**src/rtl/synth_poly.sv**
```systemverilog
// Polyphonic FM-style voice synthesizer: one voice per cycle,
// per-voice attack/release envelopes, saturated signed mix.
module synth_poly #(
  parameter int N_VOICES = 4,
  parameter int SAMPLE_W = 14
) (
  input  logic                    clk,
  input  logic                    rst,
  input  logic [N_VOICES*24-1:0]  carrier_fcws,
  input  logic [23:0]             mod_fcw,
  input  logic [4:0]              mod_shift,
  input  logic [N_VOICES-1:0]     note_en,
  input  logic                    wave_sel,
  input  logic [7:0]              attack_step,
  input  logic [7:0]              release_step,
  input  logic                    sample_req,
  output logic [SAMPLE_W-1:0]     sample,
  output logic                    sample_valid,
  output logic                    overrun
);

  localparam int ACC_W = SAMPLE_W + 4;
  localparam int IDX_W = (N_VOICES > 1) ? $clog2(N_VOICES) : 1;
  localparam logic signed [ACC_W-1:0] SMAX =
    ACC_W'((1 << (SAMPLE_W - 1)) - 1);
  localparam logic signed [ACC_W-1:0] SMIN = ~SMAX;

  typedef enum logic [1:0] {
    S_IDLE,
    S_COMPUTE,
    S_DONE
  } state_t;

  state_t                    state_q, state_d;
  logic [IDX_W-1:0]          idx_q, idx_d;
  logic signed [ACC_W-1:0]   acc_q, acc_d;
  logic [SAMPLE_W-1:0]       sample_q, sample_d;
  logic                      valid_q, valid_d;
  logic                      overrun_q, overrun_d;
  logic [23:0]               mod_ph_q [N_VOICES];
  logic [23:0]               mod_ph_d [N_VOICES];
  logic [23:0]               car_ph_q [N_VOICES];
  logic [23:0]               car_ph_d [N_VOICES];
  logic [7:0]                env_q [N_VOICES];
  logic [7:0]                env_d [N_VOICES];
  logic [23:0]               fcw_arr [N_VOICES];

  logic [23:0]               cur_mod, cur_car, cur_fcw;
  logic [7:0]                cur_env, env_new;
  logic                      cur_en, retrig, held;
  logic [8:0]                env_sum;
  logic [23:0]               mod_new, car_new, m_ext, m_sh;
  logic signed [14:0]        m, w;
  logic signed [23:0]        prod;
  logic signed [ACC_W-1:0]   contrib, acc_nx;
  logic [SAMPLE_W-1:0]       sat;

  always_comb begin
    for (int v = 0; v < N_VOICES; v++) begin
      fcw_arr[v] = carrier_fcws[24*v +: 24];
    end
  end

  // Datapath for the voice currently addressed by idx_q.
  always_comb begin
    cur_mod = mod_ph_q[idx_q];
    cur_car = car_ph_q[idx_q];
    cur_env = env_q[idx_q];
    cur_fcw = fcw_arr[idx_q];
    cur_en  = note_en[idx_q];
    retrig  = cur_en && (cur_env == 8'd0);
    held    = !cur_en && (cur_env == 8'd0);
    env_sum = {1'b0, cur_env} + {1'b0, attack_step};
    if (cur_en) begin
      env_new = env_sum[8] ? 8'd255 : env_sum[7:0];
    end else begin
      env_new = (cur_env > release_step) ?
                (cur_env - release_step) : 8'd0;
    end
    mod_new = (retrig ? 24'd0 : cur_mod) + mod_fcw;
    m       = $signed({1'b0, mod_new[23:10]}) - 15'sd8192;
    m_ext   = {{9{m[14]}}, m};
    m_sh    = m_ext << mod_shift;
    car_new = (retrig ? 24'd0 : cur_car) + cur_fcw + m_sh;
    if (wave_sel) begin
      w = car_new[23] ? -15'sd8192 : 15'sd8191;
    end else begin
      w = $signed({1'b0, car_new[23:10]}) - 15'sd8192;
    end
    prod    = 24'(w) * 24'($signed({1'b0, env_new}));
    contrib = held ? '0 : ACC_W'(prod >>> 8);
    acc_nx  = acc_q + contrib;
    if (acc_nx > SMAX) begin
      sat = SMAX[SAMPLE_W-1:0];
    end else if (acc_nx < SMIN) begin
      sat = SMIN[SAMPLE_W-1:0];
    end else begin
      sat = acc_nx[SAMPLE_W-1:0];
    end
  end

  always_comb begin
    state_d   = state_q;
    idx_d     = idx_q;
    acc_d     = acc_q;
    sample_d  = sample_q;
    valid_d   = 1'b0;
    overrun_d = overrun_q | (sample_req && (state_q != S_IDLE));
    mod_ph_d  = mod_ph_q;
    car_ph_d  = car_ph_q;
    env_d     = env_q;
    unique case (state_q)
      S_IDLE: begin
        if (sample_req) begin
          state_d = S_COMPUTE;
          idx_d   = '0;
          acc_d   = '0;
        end
      end
      S_COMPUTE: begin
        env_d[idx_q] = env_new;
        if (!held) begin
          mod_ph_d[idx_q] = mod_new;
          car_ph_d[idx_q] = car_new;
        end
        acc_d = acc_nx;
        // Result is registered on the last voice so it is visible in DONE.
        if (idx_q == IDX_W'(N_VOICES - 1)) begin
          state_d  = S_DONE;
          sample_d = sat;
          valid_d  = 1'b1;
        end else begin
          idx_d = idx_q + 1'b1;
        end
      end
      S_DONE: begin
        state_d = S_IDLE;
      end
      default: begin
        state_d = S_IDLE;
      end
    endcase
  end

  always_ff @(posedge clk) begin
    if (rst) begin
      state_q   <= S_IDLE;
      idx_q     <= '0;
      acc_q     <= '0;
      sample_q  <= '0;
      valid_q   <= 1'b0;
      overrun_q <= 1'b0;
      for (int v = 0; v < N_VOICES; v++) begin
        mod_ph_q[v] <= '0;
        car_ph_q[v] <= '0;
        env_q[v]    <= '0;
      end
    end else begin
      state_q   <= state_d;
      idx_q     <= idx_d;
      acc_q     <= acc_d;
      sample_q  <= sample_d;
      valid_q   <= valid_d;
      overrun_q <= overrun_d;
      mod_ph_q  <= mod_ph_d;
      car_ph_q  <= car_ph_d;
      env_q     <= env_d;
    end
  end

  assign sample       = sample_q;
  assign sample_valid = valid_q;
  assign overrun      = overrun_q;

endmodule
```
**config.mk**
```make
export PLATFORM = sky130hd
export DESIGN_NAME = synth_poly
export DESIGN_NICKNAME = d
export VERILOG_FILES = /design/src/rtl/synth_poly.sv
export SDC_FILE = /design/constraint.sdc
export NUM_CORES = 1
export LEC_CHECK = 0
export ABC_CLOCK_PERIOD_IN_PS = 36600
export CAP_MARGIN = 20
export CORE_MARGIN = 2
export CORE_UTILIZATION = 30
export CTS_BUF_LIST = sky130_fd_sc_hd__clkbuf_4
export CTS_CLUSTER_DIAMETER = 30
export CTS_CLUSTER_SIZE = 40
export DETAILED_ROUTE_END_ITERATION = 10
export PLACE_DENSITY = 0.48
export SLEW_MARGIN = 15
export SYNTH_ARGS = -nofsm -noshare
export SYNTH_HDL_FRONTEND = slang
export SYNTH_SLANG_ARGS = --single-unit
```
**constraint.sdc**
```tcl
create_clock -name clk -period 36.6 [get_ports clk]
set_input_delay 5.49 -clock clk [delete_from_list [all_inputs] [get_ports clk]]
set_output_delay 5.49 -clock clk [all_outputs]
set_load 0.02 [all_outputs]
```
==> summary.md <==
| Metric | Value |
|---|---|
| Cell variety after synth | `86` |
| Post-synth EDFFs | `0` |
| Row Count | `97` |
| Setup slack at placement | `14220 ps` |
| Effective utilization at floorplan | `0.304` |
| Worst hold path type | `register to register` |
| Starting DRT DRC Count | `1142` |
| GRT Util Overall | `0.187` |
| Status | `complete, no violations` |
| Max frequency | `46.4 MHz` |
| Final Cycle Share | `0.589` |
| Final Max Slew Viols | `0` |
| Clk buf depth | `3` |
| Hold endpoint | `overrun` |
| Vias in the first global route | `19400` |
| Number of fill cells in the layout | `7260` |
| Most frequent CP cell | `fa_1` |
| Mean Syn Cell Area | `8.12 um2` |
| Post_cts resized | `0` |
| Synth warnings | `0` |
| Required @ worst endpoint | `37290 ps` |
| Clk_skew | `76.5 ps` |
| Port Buffers | `164` |
| H-Tree Depth | `3` |
| Reg-to-Reg Start | `idx_q[0]` |
| Core area | `70300 um2` |
| Crit path time final | `21570 ps` |
| Worst setup EP type | `register` |
| Synth Net Count | `3024` |
| Routed Antenna Nets | `0` |
| Postcts setup bufs | `0` |
| Largest net degree at the start of global routing | `111` |
| DR vias/cell | `5.06` |
| CP Buf/Inv Count | `8` |
| Most frequent cell after synthesis | `nand2_1` |
| Layout Area Growth over Synthesis | `17.2%` |
| DRC violations left | `0` |
| Gpl congestion | `0.865` |
| HP Start | `overrun` |
| Register area share after synthesis | `0.245` |
| Yosys top cell area share | `0.245` |
| Synth Flop Type | `dfxtp_1` |
| Crit path max fanout | `46` |
| Sum Neg Setup Slack | `0 ps` |
| I/O pins | `165` |
| RSZ-0062 raised after global routing | `false` |
| CTS tree | `yes` |
| Reg2reg end | `sample[2]` |
| Multi-input gate area in the final layout | `14800 um2` |
| Final global-route overflow total | `0` |
| Post-DR wirelength/cell | `18.2 um` |
| Finished Cell Area | `25000 um2` |
| Die height | `271 um` |
| Slowest stage cell, crit path | `o311ai_0` |
| Data arrival, critical path | `22260 ps` |
| Hold Vio Cnt, Final | `0` |
| Share of cells above drive strength 1 | `0.103` |
| Full die area | `73400 um2` |
| Hold Path Cell Cnt | `2` |
| Placed Area | `23900 um2` |
| Startpoint Class | `input port` |
| Worst skew pair latency | `840 ps` |
| Hpwl dp | `49100 um` |
| Reg area | `5250 um2` |
| Router iterations before antenna repair | `7` |
| Num CTS Buffers | `74` |
| Cell family with most CP delay | `compound AO/OA/AOI/OAI gates` |
| CP Class | `input port to register` |
| Clock sink count | `262` |
| Hold_ws | `453 ps` |
| Worst Tran Pin Value | `1000 ps` |
| Post-Syn Instances | `2631` |
| Slowest stage delay, CP | `860 ps` |
| Antenna violations before repair | `2` |
| Die X-Extent | `271 um` |
| Slew HR | `0.329` |
| Final layout net count | `3149` |
| Commonest cells in the netlist | `nand2_1, a21oi_1, dfxtp_1, nor2_1, inv_1` |
| Reg clk slew, reported paths | `70 ps` |
| R2R depth | `57` |
| R2R Setup Slk | `18440 ps` |
| FFs w/ async S/R, synth | `0` |
| Dominant cell type by area after synthesis | `dfxtp_1` |
| Total of max-cap violations | `0` |
| Synthesized flop and latch total | `262` |
| Vias | `19000` |
| First-pass GRT wire length | `109000 um` |
| Most area-consuming cells after synthesis | `dfxtp_1, fa_1, nand2_1` |
| Hold buffers post-CTS | `0` |
| Post-Route WL | `68300 um` |
| Cell area after synthesis | `21400 um2` |
| Setup slack after layout | `15030 ps` |
| Final setup fails | `0` |
| CTS root buf | `clkbuf_4` |
==> cells in the final DEF, fill, tap and decap left out, types with 15 or more instances in the layout <==
master           instances
nand2_1                484
a21oi_1                287
dfxtp_1                260
nor2_1                 258
inv_1                  230
clkdlybuf4s50_1        163
ha_1                   125
fa_1                   119
clkbuf_4                86
mux4_2                  80
xnor2_1                 59
o21ai_0                 56
a211oi_1                41
and2_1                  39
buf_4                   30
nand3_1                 29
a21o_1                  27
nand2b_1                26
nor3_1                  26
a22oi_1                 23
o21a_1                  21
nor2b_1                 18
o21bai_1                18
clkinv_1                18
mux2i_1                 15
o211ai_1                15
==> layer usage <==
layer  GRT usage  share of wire  vias to the layer above
li1            -              -                     9240
met1       0.244           0.45                     9167
met2       0.316           0.48                      471
met3      0.0341          0.053                       83
met4      0.0484          0.021                        2
met5           0        0.00019                        -
==> worst max-delay path by stage <==
| stage | from | cells past startpoint | slack, ps | endpoint |
|---|---|---|---|---|
| after global placement | note_en[3] | 57 | 14840 | sample[2] |
| after detailed placement | note_en[3] | 57 | 14220 | sample[11] |
| after CTS | note_en[3] | 57 | 14980 | sample[2] |
| after floorplan | note_en[3] | 62 | 17600 | sample[11] |
| final | note_en[3] | 57 | 15030 | sample[2] |
| after global routing | note_en[3] | 57 | 13700 | sample[2] |
==> cells by family (layout without fill, tap and decap cells) <==
family	count (synthesis)	count (layout)	synth area share
AND/OR/NAND/NOR	971	971	0.197
AO/OA/AOI/OAI	598	598	0.178
buffers and inverters	378	554	0.0679
flip-flops	262	262	0.245
adder cells (fa/ha/maj)	244	244	0.185
multiplexers	104	104	0.0969
XOR/XNOR	74	74	0.0310
other	0	4	0
==> stage by stage <==
step | instances | util
floorplan | 2631 | -
global placement | 3618 | 0.341
detailed placement | 3618 | 0.341
CTS | 3745 | 0.356
global route | 3748 | 0.356
finish | 3751 | 0.356
==> worst reg2reg max path: cells and delay by family (launching register included) <==
kind,cells,cell delay [ps]
flops,1,610
mux,3,1620
compound gates,20,5620
simple gates,12,2810
xor+xnor,4,1560
fa+ha+maj,10,4430
buf+inv,8,1410
==> final cells by class <==
type / count / area share
diodes: 4 / 0.000400
multi-input cells: 1991 / 0.590
inverters: 232 / 0.0348
repair buffers: 195 / 0.0758
clock inverters: 41 / 0.0168
flip-flops and latches: 262 / 0.210
well taps: 940 / 0.0470
clock buffers: 86 / 0.0258
==> flip-flops by register name, indices dropped and copies added (netlist names) <==
| signal | flops |
|---|---|
| mod_ph_q | 96 |
| sample | 14 |
| env_q | 32 |
| acc_q | 18 |
| state_q | 2 |
| sample_valid | 1 |
| idx_q | 2 |
| overrun | 1 |
| car_ph_q | 96 |
Power is left out: the tool's default activity adds up to more than one toggle a clock period on the data nets, which glitch-free logic cannot reach.
